`config.mk`:
```
export PLATFORM = sky130hd
export DESIGN_NAME = swacc_mtt_wr_splitter
export DESIGN_NICKNAME = d
export VERILOG_FILES = /design/src/rtl/swacc_mtt_wr_splitter_pkg.sv /design/src/rtl/swacc_mtt_wr_splitter.sv
export SDC_FILE = /design/constraint.sdc
export NUM_CORES = 1
export LEC_CHECK = 0
export CORE_AREA = 2 2 204 206
export DETAILED_ROUTE_END_ITERATION = 10
export DIE_AREA = 0 0 206 208
export PLACE_DENSITY = 0.8
export SLEW_MARGIN = 20
export SYNTH_ARGS = -nofsm -noshare
export SYNTH_HDL_FRONTEND = slang
export SYNTH_SLANG_ARGS = --single-unit
```
`constraint.sdc`:
```
create_clock -name clk -period 2.4 [get_ports clk]
set_input_delay 0.48 -clock clk [delete_from_list [all_inputs] [get_ports clk]]
set_output_delay 0.48 -clock clk [all_outputs]
set_load 0.1 [all_outputs]
```
`src/rtl/swacc_mtt_wr_splitter_pkg.sv`:
```
// Shared definitions for the MTT write splitter: CEU command codes, head field
// offsets, entry/lane geometry and the splitter FSM state type.
package swacc_mtt_wr_splitter_pkg;

  localparam int HEAD_WIDTH  = 128;
  localparam int DATA_WIDTH  = 256;
  localparam int ENTRY_WIDTH = 64;
  localparam int LANES       = DATA_WIDTH / ENTRY_WIDTH;

  localparam int HEAD_TYPE_MSB  = 127;
  localparam int HEAD_TYPE_LSB  = 124;
  localparam int HEAD_COUNT_MSB = 79;
  localparam int HEAD_COUNT_LSB = 64;
  localparam int HEAD_INDEX_MSB = 63;
  localparam int HEAD_INDEX_LSB = 0;

  localparam logic [3:0] CMD_WR_MPT     = 4'h1;
  localparam logic [3:0] CMD_WR_MTT_TPT = 4'h2;
  localparam logic [3:0] CMD_DEREG_MR   = 4'h3;
  localparam logic [3:0] CMD_QUERY_MPT  = 4'h4;

  typedef enum logic [1:0] {
    ST_IDLE  = 2'd0,
    ST_ISSUE = 2'd1,
    ST_FETCH = 2'd2,
    ST_DRAIN = 2'd3
  } state_e;

  function automatic logic [ENTRY_WIDTH-1:0] lane_entry(
    input logic [DATA_WIDTH-1:0] data,
    input logic [1:0]            lane
  );
    logic [ENTRY_WIDTH-1:0] e;
    case (lane)
      2'd0:    e = data[0*ENTRY_WIDTH +: ENTRY_WIDTH];
      2'd1:    e = data[1*ENTRY_WIDTH +: ENTRY_WIDTH];
      2'd2:    e = data[2*ENTRY_WIDTH +: ENTRY_WIDTH];
      default: e = data[3*ENTRY_WIDTH +: ENTRY_WIDTH];
    endcase
    return e;
  endfunction

endpackage

```
`src/rtl/swacc_mtt_wr_splitter.sv`:
```
// Splits CEU WR_MTT_TPT command beats into one indexed 64-bit entry write per
// handshake, and flags completion or malformed commands with one-cycle pulses.
module swacc_mtt_wr_splitter
  import swacc_mtt_wr_splitter_pkg::*;
(
  input  logic                   clk,
  input  logic                   rst,
  input  logic                   mtt_req_valid,
  input  logic [HEAD_WIDTH-1:0]  mtt_req_head,
  input  logic                   mtt_req_last,
  input  logic [DATA_WIDTH-1:0]  mtt_req_data,
  output logic                   mtt_req_ready,
  output logic                   mtt_wr_valid,
  output logic [63:0]            mtt_wr_index,
  output logic [ENTRY_WIDTH-1:0] mtt_wr_entry,
  input  logic                   mtt_wr_ready,
  output logic                   cmd_done,
  output logic                   cmd_err
);

  state_e                  state_q;
  logic [DATA_WIDTH-1:0]   beat_data_q;
  logic                    beat_last_q;
  logic [1:0]              lane_q;
  logic [15:0]             remaining_q;
  logic [63:0]             cur_index_q;
  logic                    done_q;
  logic                    err_q;

  logic                    req_hs;
  logic                    head_ok;
  logic [15:0]             head_count;

  // Ready is gated by reset so every output reads 0 while rst is held low.
  assign mtt_req_ready = rst && (state_q != ST_ISSUE);
  assign mtt_wr_valid  = (state_q == ST_ISSUE);
  assign mtt_wr_index  = cur_index_q;
  assign mtt_wr_entry  = lane_entry(beat_data_q, lane_q);
  assign cmd_done      = done_q;
  assign cmd_err       = err_q;

  assign req_hs     = mtt_req_valid && mtt_req_ready;
  assign head_count = mtt_req_head[HEAD_COUNT_MSB:HEAD_COUNT_LSB];
  assign head_ok    = (mtt_req_head[HEAD_TYPE_MSB:HEAD_TYPE_LSB] == CMD_WR_MTT_TPT) &&
                      (head_count != 16'd0);

  always_ff @(posedge clk) begin
    if (!rst) begin
      state_q     <= ST_IDLE;
      beat_data_q <= '0;
      beat_last_q <= 1'b0;
      lane_q      <= 2'd0;
      remaining_q <= 16'd0;
      cur_index_q <= 64'd0;
      done_q      <= 1'b0;
      err_q       <= 1'b0;
    end else begin
      done_q <= 1'b0;
      err_q  <= 1'b0;
      case (state_q)
        ST_IDLE: begin
          if (req_hs) begin
            beat_data_q <= mtt_req_data;
            beat_last_q <= mtt_req_last;
            lane_q      <= 2'd0;
            remaining_q <= head_count;
            cur_index_q <= mtt_req_head[HEAD_INDEX_MSB:HEAD_INDEX_LSB];
            if (head_ok) begin
              state_q <= ST_ISSUE;
            end else if (mtt_req_last) begin
              err_q <= 1'b1;
            end else begin
              state_q <= ST_DRAIN;
            end
          end
        end
        ST_ISSUE: begin
          if (mtt_wr_ready) begin
            cur_index_q <= cur_index_q + 64'd1;
            remaining_q <= remaining_q - 16'd1;
            lane_q      <= lane_q + 2'd1;
            if (remaining_q == 16'd1) begin
              // Count satisfied; any further beats are excess and get drained.
              if (beat_last_q) begin
                done_q  <= 1'b1;
                state_q <= ST_IDLE;
              end else begin
                state_q <= ST_DRAIN;
              end
            end else if (lane_q == 2'd3) begin
              if (beat_last_q) begin
                err_q   <= 1'b1;
                state_q <= ST_IDLE;
              end else begin
                state_q <= ST_FETCH;
              end
            end
          end
        end
        ST_FETCH: begin
          if (req_hs) begin
            beat_data_q <= mtt_req_data;
            beat_last_q <= mtt_req_last;
            lane_q      <= 2'd0;
            state_q     <= ST_ISSUE;
          end
        end
        ST_DRAIN: begin
          if (req_hs && mtt_req_last) begin
            err_q   <= 1'b1;
            state_q <= ST_IDLE;
          end
        end
        default: state_q <= ST_IDLE;
      endcase
    end
  end

endmodule

```
==> impl_metrics.env, run 1 <==
export IMPL_yosys_warnings=0
export IMPL_die_area_mm2=0.0428
export IMPL_required_time_of_the_critical_path_ns=1.92
export IMPL_post_route_util_pct=61.8
export IMPL_whs_path_depth=2
export IMPL_cp_startpoint="lane_q[0]"
export IMPL_placed_cells=3077
export IMPL_grt_setup_unrepaired="yes"
export IMPL_final_min_period_over_clock_period_pct=118
export IMPL_syn_num_nets=2523
export IMPL_outcome="complete, but fails checks"
export IMPL_cts_buffer_depth=3
export IMPL_critPathKind="reg -> out"
export IMPL_worst_path_dominant_cell_family="buffers and inverters"
export IMPL_cts_sink_count=343
export IMPL_synthesis_instances=2126
export IMPL_min_delay_path_class="reg -> reg"
export IMPL_place_congestion=0.955
export IMPL_wire_length_of_the_first_global_routing_pass_um=96400
export IMPL_worstPathCellList="inv_4 > ha_4 > buf_4 > clkbuf_16 > a222oi_1 > mux2i_4 > buf_12"
export IMPL_io_pins=521
export IMPL_wl_per_cell_um=20.2
export IMPL_start_util_pct=39.4
export IMPL_detail_route_antenna_nets=0
export IMPL_synth_edf_count=0
export IMPL_grt_overflow_total=0
export IMPL_report_final_hold_viol_count=0
export IMPL_yosys_register_bits=343
export IMPL_critPathMaxStageDelay_ns=0.49
export IMPL_power_density_cell_area_mw_per_mm2=678
export IMPL_post_dp_hpwl_um=44700
export IMPL_layout_commonest_cell="sky130_fd_sc_hd__nand2_1"
export IMPL_fp_row_count=74
export IMPL_cts_buffers=39
export IMPL_synthesized_area_divided_by_synthesized_cell_count_um2=7.51
export IMPL_final_layout_size_suffix_gt1_share_pct=18.4
export IMPL_grt_antenna_before_repair=8
export IMPL_grt_max_degree=112
export IMPL_max_slew_worst_pin_slew_ns=0.885
export IMPL_finish_net_count=2996
export IMPL_cts_clk_slew_worst_paths_ns=0.06
export IMPL_synth_async_reset_ratio_pct=0
export IMPL_hp_start="beat_data_q[196]"
export IMPL_setup_violating_endpoint_count_in_the_final_report=64
export IMPL_final_setup_skew_ns=0.0190
export IMPL_slew_headroom_pct=41.0
export IMPL_timing_critical_path_slowest_stage_cell="sky130_fd_sc_hd__a222oi_1"
export IMPL_power_ir_vdd_worst_mv=0.437
export IMPL_vias_in_the_first_global_route=17500
export IMPL_numPortBuffers=476
export IMPL_clock_root_buffer="sky130_fd_sc_hd__clkbuf_16"
export IMPL_leading_cell_types_in_the_layout_fill_and_taps_excluded="sky130_fd_sc_hd__nand2_1, sky130_fd_sc_hd__clkdlybuf4s50_1, sky130_fd_sc_hd__a21oi_1"
export IMPL_syn_cell_area_mm2=0.0160
export IMPL_layout_cells_non_filler=3169
export IMPL_clock_latency_ns=0.57
export IMPL_wirelength_um=64100
export IMPL_worstRegToRegCells=8
export IMPL_capture_endpoint_of_the_worst_hold_path="beat_data_q[196]"
export IMPL_period_minus_slack_ns=2.83
export IMPL_vias_per_cell=5.70
export IMPL_rr_endpoint="mtt_wr_index[58]"
export IMPL_power_leakage_nw=8.78
export IMPL_yosys_cell_types_count=69
export IMPL_crit_fanout=11
export IMPL_rrSetupSlack_ns=0.16
export IMPL_vias=18100
export IMPL_synthToLayoutAreaGrowth_pct=56.8
export IMPL_detailedRoute_firstIterationViolations=1909
export IMPL_die_width_um=206
export IMPL_timing_critical_path_from_type="register"
export IMPL_fillCellCount=3358
export IMPL_ctsHoldBuffers=0
export IMPL_route_detailed_drc=0
export IMPL_cts_tree="built"
export IMPL_seq_area_frac_synth_pct=43.0
export IMPL_track_usage_pct=28.5
export IMPL_whs_ns=0.454
export IMPL_cap_viol_max_count=0
export IMPL_setup_ws_post_layout_ns=-0.434
export IMPL_report_final_slew_viol_count=0
export IMPL_cts_htree_levels=2
export IMPL_cp_end_kind="output port"
export IMPL_timing_critical_path_buf_inv=4
export IMPL_violations_in_the_final_reports="negative setup slack"
export IMPL_timing_rr_start="mtt_wr_index[1]"
export IMPL_postSynth_topFlopCell="sky130_fd_sc_hd__dfxtp_1"
export IMPL_arrival_time_at_the_worst_endpoint_ns=2.35
export IMPL_highest_clock_rate_ghz=0.353
export IMPL_die_h_um=208
export IMPL_drtPass1Iterations=6
export IMPL_core_area_mm2=0.0406
## through the flow
stage               power (W)  setup TNS (ns)  setup WS (ns)  cell area, µm²
CTS                    0.0170          -21.48         -0.409           24900
global route           0.0176          -26.30         -0.496           25000
detailed placement     0.0108           -6.36         -0.137           23300
floorplan             0.00905           -2.09         -0.418           17000
global placement       0.0107          -0.749         -0.111           23300
finish                 0.0170          -21.47         -0.434           25000
## cell families after synthesis
family	share of synthesized area, %
buffers and inverters	5.90
multiplexers	4.52
flip-flops	43.0
AND/OR/NAND/NOR	24.0
adder cells (fa/ha/maj)	0.627
XOR/XNOR	0.0548
AO/OA/AOI/OAI	21.9
## worst max-delay path by stage
stage                                   to  cells after the start
after detailed placement  mtt_wr_index[34]                      7
after CTS                 mtt_wr_entry[54]                      6
final                     mtt_wr_entry[28]                      7
after global placement    mtt_wr_index[34]                      7
after floorplan              mtt_req_ready                      6
after global routing      mtt_wr_entry[42]                      7
## Yosys cell counts (all sizes together), types with 3 or more instances
cell type | n | area share, %
or3 | 5 | 0.20
nand3 | 40 | 1.3
o21a | 7 | 0.33
a311oi | 7 | 0.38
o211ai | 3 | 0.14
clkbuf | 149 | 3.5
o21ai | 46 | 1.4
and4 | 5 | 0.29
nor2 | 95 | 2.2
nor4b | 3 | 0.16
a211oi | 13 | 0.61
a222oi | 64 | 4.0
nand2 | 601 | 14
and2 | 3 | 0.12
o22ai | 20 | 0.78
and3 | 10 | 0.39
a22o | 3 | 0.16
ha | 8 | 0.63
nand4 | 41 | 1.7
a31oi | 13 | 0.51
nor3b | 3 | 0.14
or4 | 9 | 0.43
nor4 | 24 | 1.2
o31ai | 12 | 0.56
a41oi | 3 | 0.21
a21o | 5 | 0.24
a21oi | 327 | 10
or2 | 3 | 0.12
inv | 81 | 1.9
mux2i | 71 | 4.4
nor3 | 34 | 1.1
buf | 20 | 0.49
o221a | 3 | 0.21
a22oi | 19 | 0.89
a221oi | 3 | 0.16
dfxtp | 343 | 43
## routing by layer
metal / up-vias / track usage (%) / part of all wire [%]
met2: 968 / 47.3 / 47
met4: 0 / 15.2 / 5.5
met3: 195 / 5.39 / 8.5
met5: - / 0 / 0
li1: 8444 / - / -
met1: 8448 / 34.9 / 39
## cell type report
cell class	instances	area, µm²	share of cell area, %
antenna	8	20.0	0.0799
tap	532	666	2.66
clock buffer	54	1120	4.48
clock inverter	17	229	0.914
timing repair buffer	601	6610	26.4
multi-input combinational	1533	9080	36.3
sequential	343	7000	27.9
inverter	81	319	1.27
## worst register-to-register path, cell delays in order, from the launching register on
cell	delay [ns]
sky130_fd_sc_hd__dfxtp_4	0.37
sky130_fd_sc_hd__ha_2	0.21
sky130_fd_sc_hd__nand4_1	0.18
sky130_fd_sc_hd__nor4_4	0.30
sky130_fd_sc_hd__nand3_1	0.32
sky130_fd_sc_hd__nor3_1	0.37
sky130_fd_sc_hd__buf_4	0.19
sky130_fd_sc_hd__or3_1	0.10
sky130_fd_sc_hd__a21oi_1	0.06
## timing repair
| action | in CTS | in global routing |
|---|---|---|
| resized for setup | 26 | 7 |
| buffers inserted | 3 | 5 |
| endpoints found under the setup margin | 66 | 66 |
| cloned | 4 | 2 |
| endpoints found under the hold margin | 0 | 0 |
| pin swaps | 60 | 20 |
## state kept, by name, indices dropped and copies added (netlist names)
register	cells
lane_q	2
state_q	2
beat_data_q	256
mtt_wr_index	64
cmd_done	1
remaining_q	16
cmd_err	1
beat_last_q	1
## where the power goes
| part | total [W] | internal, W | switching [W] |
|---|---|---|---|
| Combinational | 0.00426 | 0.00160 | 0.00267 |
| Sequential | 0.00646 | 0.00609 | 0.000368 |
| Clock | 0.00627 | 0.00374 | 0.00253 |
No activity file was read; power rests on OpenSTA's default activity.
==> run 2, diff against run 1 <==
ABC_AREA = 1   (was default)
CORE_AREA = default   (was 2 2 204 206)
CORE_ASPECT_RATIO = 1.5   (was default)
CORE_UTILIZATION = 40   (was default)
DIE_AREA = default   (was 0 0 206 208)
clock period = 2.32 ns   (was 2.4 ns; I/O delays follow)
==> impl_metrics.env, run 2 <==
export IMPL_outcome="complete, but fails checks"
export IMPL_violations_in_the_final_reports="negative setup slack"
export IMPL_synthesized_area_divided_by_synthesized_cell_count_um2=6.65
export IMPL_wirelength_um=84400
export IMPL_yosys_warnings=0
export IMPL_worstPathCellList="inv_4 > ha_4 > clkinv_8 > buf_12 > o22ai_2 > a211oi_2 > buf_4 > a21oi_4 > buf_12"
export IMPL_timing_rr_start="mtt_wr_index[17]"
export IMPL_timing_critical_path_from_type="register"
export IMPL_vias=20700
export IMPL_final_setup_skew_ns=0.0338
export IMPL_largest_reg_flops=256
export IMPL_grt_antenna_before_repair=21
export IMPL_detail_route_antenna_nets=0
export IMPL_grt_overflow_total=0
export IMPL_start_util_pct=40.7
export IMPL_vias_per_cell=5.62
export IMPL_die_width_um=171
export IMPL_cts_htree_levels=2
export IMPL_worstRegToRegCells=9
export IMPL_postSynth_topFlopCell="sky130_fd_sc_hd__dfxtp_1"
export IMPL_crit_fanout=7
export IMPL_yosys_register_bits=343
export IMPL_dpl_worst_slack_ns=-0.108
export IMPL_whs_ns=0.236
export IMPL_power_leakage_nw=10.2
export IMPL_numPortBuffers=476
export IMPL_synth_async_reset_ratio_pct=0
export IMPL_track_usage_pct=34.6
export IMPL_timing_critical_path_slowest_stage_cell="sky130_fd_sc_hd__a211oi_2"
export IMPL_slew_headroom_pct=44.2
export IMPL_cp_end_kind="output port"
export IMPL_vias_in_the_first_global_route=19900
export IMPL_timing_critical_path_buf_inv=5
export IMPL_post_synth_top_area_cell="sky130_fd_sc_hd__dfxtp_1"
export IMPL_cts_buffers=36
export IMPL_wire_length_of_the_first_global_routing_pass_um=115000
export IMPL_clock_latency_ns=0.55
export IMPL_finish_net_count=3475
export IMPL_setup_ws_post_layout_ns=-0.789
export IMPL_cts_clk_slew_worst_paths_ns=0.06
export IMPL_yosysMostFrequentCell="sky130_fd_sc_hd__nand2_1"
export IMPL_cp_depth=9
export IMPL_detailedRoute_firstIterationViolations=2233
export IMPL_synth_edf_count=0
export IMPL_grt_max_degree=184
export IMPL_cp_startpoint="lane_q[1]"
export IMPL_cts_tree="built"
export IMPL_seq_area_frac_synth_pct=40.1
export IMPL_critPathMaxStageDelay_ns=0.66
export IMPL_yosys_cell_types_count=42
export IMPL_synth_top_area_share_pct=40.1
export IMPL_ctsHoldBuffers=0
export IMPL_period_minus_slack_ns=3.11
export IMPL_fillCellCount=3303
export IMPL_synthesis_instances=2576
export IMPL_whs_path_depth=3
export IMPL_rr_endpoint="mtt_wr_index[34]"
export IMPL_cts_sink_count=343
export IMPL_setup_violating_endpoint_count_in_the_final_report=64
export IMPL_arrival_time_at_the_worst_endpoint_ns=2.64
export IMPL_syn_cell_area_mm2=0.0171
export IMPL_worst_path_dominant_cell_family="compound AO/OA/AOI/OAI gates"
export IMPL_die_area_mm2=0.0437
export IMPL_critPathCapture="mtt_wr_entry[5]"
export IMPL_power_ir_vdd_worst_mv=0.648
export IMPL_report_final_hold_viol_count=0
export IMPL_route_detailed_drc=0
export IMPL_power_density_cell_area_mw_per_mm2=1090
export IMPL_highest_clock_rate_ghz=0.322
export IMPL_wl_per_cell_um=22.9
export IMPL_required_time_of_the_critical_path_ns=1.86
export IMPL_regMostFlops="beat_data_q"
export IMPL_synth_top_cells_by_area="sky130_fd_sc_hd__dfxtp_1, sky130_fd_sc_hd__a21oi_1, sky130_fd_sc_hd__o21ai_0"
export IMPL_rrSetupSlack_ns=0.16
export IMPL_core_area_mm2=0.0421
export IMPL_syn_num_nets=2973
export IMPL_grt_setup_unrepaired="yes"
export IMPL_ys_top_cells_by_count="sky130_fd_sc_hd__nand2_1, sky130_fd_sc_hd__a21oi_1, sky130_fd_sc_hd__dfxtp_1"
export IMPL_fp_row_count=92
export IMPL_layout_commonest_cell="sky130_fd_sc_hd__nand2_1"
export IMPL_leading_cell_types_in_the_layout_fill_and_taps_excluded="sky130_fd_sc_hd__nand2_1, sky130_fd_sc_hd__clkdlybuf4s50_1, sky130_fd_sc_hd__nor2_1, sky130_fd_sc_hd__dfxtp_1, sky130_fd_sc_hd__o21ai_0"
export IMPL_critPathMostFrequentCell="sky130_fd_sc_hd__buf_12"
export IMPL_place_congestion=0.953
export IMPL_max_slew_worst_pin_slew_ns=0.835
export IMPL_drtPass1Iterations=7
export IMPL_io_pins=521
export IMPL_die_h_um=256
export IMPL_setup_total_negative_slack_ns=-17.55
export IMPL_critPathKind="reg -> out"
export IMPL_clock_root_buffer="sky130_fd_sc_hd__clkbuf_16"
export IMPL_synthToLayoutAreaGrowth_pct=58.1
export IMPL_cap_viol_max_count=0
export IMPL_post_dp_hpwl_um=55200
export IMPL_cts_buffer_depth=3
export IMPL_report_final_slew_viol_count=0
export IMPL_final_min_period_over_clock_period_pct=134
export IMPL_final_layout_size_suffix_gt1_share_pct=18.6
export IMPL_min_delay_path_class="in -> reg"
[run 2: cell types whose count changed after synthesis, moves of 64 or more]
| cell | before | now |
|---|---|---|
| sky130_fd_sc_hd__nor2_1 | 95 | 342 |
| sky130_fd_sc_hd__mux2i_1 | 71 | 0 |
| sky130_fd_sc_hd__nand2_1 | 601 | 432 |
| sky130_fd_sc_hd__a222oi_1 | 64 | 0 |
| sky130_fd_sc_hd__o21ai_0 | 45 | 333 |
| sky130_fd_sc_hd__inv_1 | 80 | 296 |
[run 2: cell type report]
| cell class | instances | area [µm²] | share of cell area (%) |
|---|---|---|---|
| diodes | 22 | 55.1 | 0.203 |
| clock buffers | 49 | 1040 | 3.85 |
| clock inverters | 12 | 128 | 0.471 |
| inverters | 304 | 1180 | 4.36 |
| multi-input cells | 1765 | 10000 | 36.9 |
| flip-flops and latches | 343 | 6880 | 25.4 |
| well taps | 564 | 706 | 2.60 |
| repair buffers | 628 | 7100 | 26.2 |
[run 2: logic make-up after synthesis]
family                   after synthesis  synth area share, %
AO/OA/AOI/OAI                        840                 26.3
XOR/XNOR                               7                0.358
adder cells (fa/ha/maj)                8                0.584
buffers and inverters                468                 10.6
flip-flops                           343                 40.1
AND/OR/NAND/NOR                      910                 22.1
[run 2: metrics by stage]
step                utilization [%]  power [W]  instances  area, µm²
finish                         64.3     0.0297       3687      27100
global route                   64.3     0.0306       3680      27100
CTS                            62.2     0.0286       3653      26200
detailed placement             57.7     0.0220       3572      24300
global placement               57.7     0.0218       3572      24300
floorplan                         -     0.0169       2576      17800
[run 2: repair_timing]
item,CTS,global route
gates resized for setup,94,107
pin swaps,11,27
hold endpoints to repair,0,0
setup endpoints to repair,65,67
cloned,6,8
buffers inserted,14,11
[run 2: worst min-delay path by stage]
stage / startpoint / endpoint / slack [ns]
after floorplan: beat_data_q[155] / beat_data_q[155] / 0.43
after global placement: beat_data_q[68] / beat_data_q[68] / 0.44
after detailed placement: beat_data_q[110] / beat_data_q[110] / 0.44
after CTS: rst / remaining_q[2] / 0.22
after global routing: rst / remaining_q[2] / 0.23
final: rst / beat_data_q[254] / 0.24
[run 2: metal layers]
metal	GRT usage, %	up-vias	share of wire [%]
li1	-	9477	-
met4	28.5	2	9.5
met1	34.0	9564	32
met3	9.15	399	9.6
met5	0	-	0.015
met2	60.0	1264	49
[run 2: where the power goes]
part           total [W]  switching [W]  leakage (nW)  internal [W]
registers        0.00780       0.000863          2.82       0.00694
logic             0.0159         0.0106          6.82       0.00533
clock network    0.00597        0.00259         0.578       0.00338
[run 2: worst register-to-register path: stages, from the launching register on]
cell                      delay (ns)
sky130_fd_sc_hd__dfxtp_1        0.48
sky130_fd_sc_hd__nand2_1        0.17
sky130_fd_sc_hd__nor2_2         0.27
sky130_fd_sc_hd__nand2_1        0.19
sky130_fd_sc_hd__nor2_2         0.22
sky130_fd_sc_hd__nor3b_2        0.36
sky130_fd_sc_hd__nand2_1        0.10
sky130_fd_sc_hd__nand2_1        0.08
sky130_fd_sc_hd__nand2_1        0.05
sky130_fd_sc_hd__a21oi_1        0.14
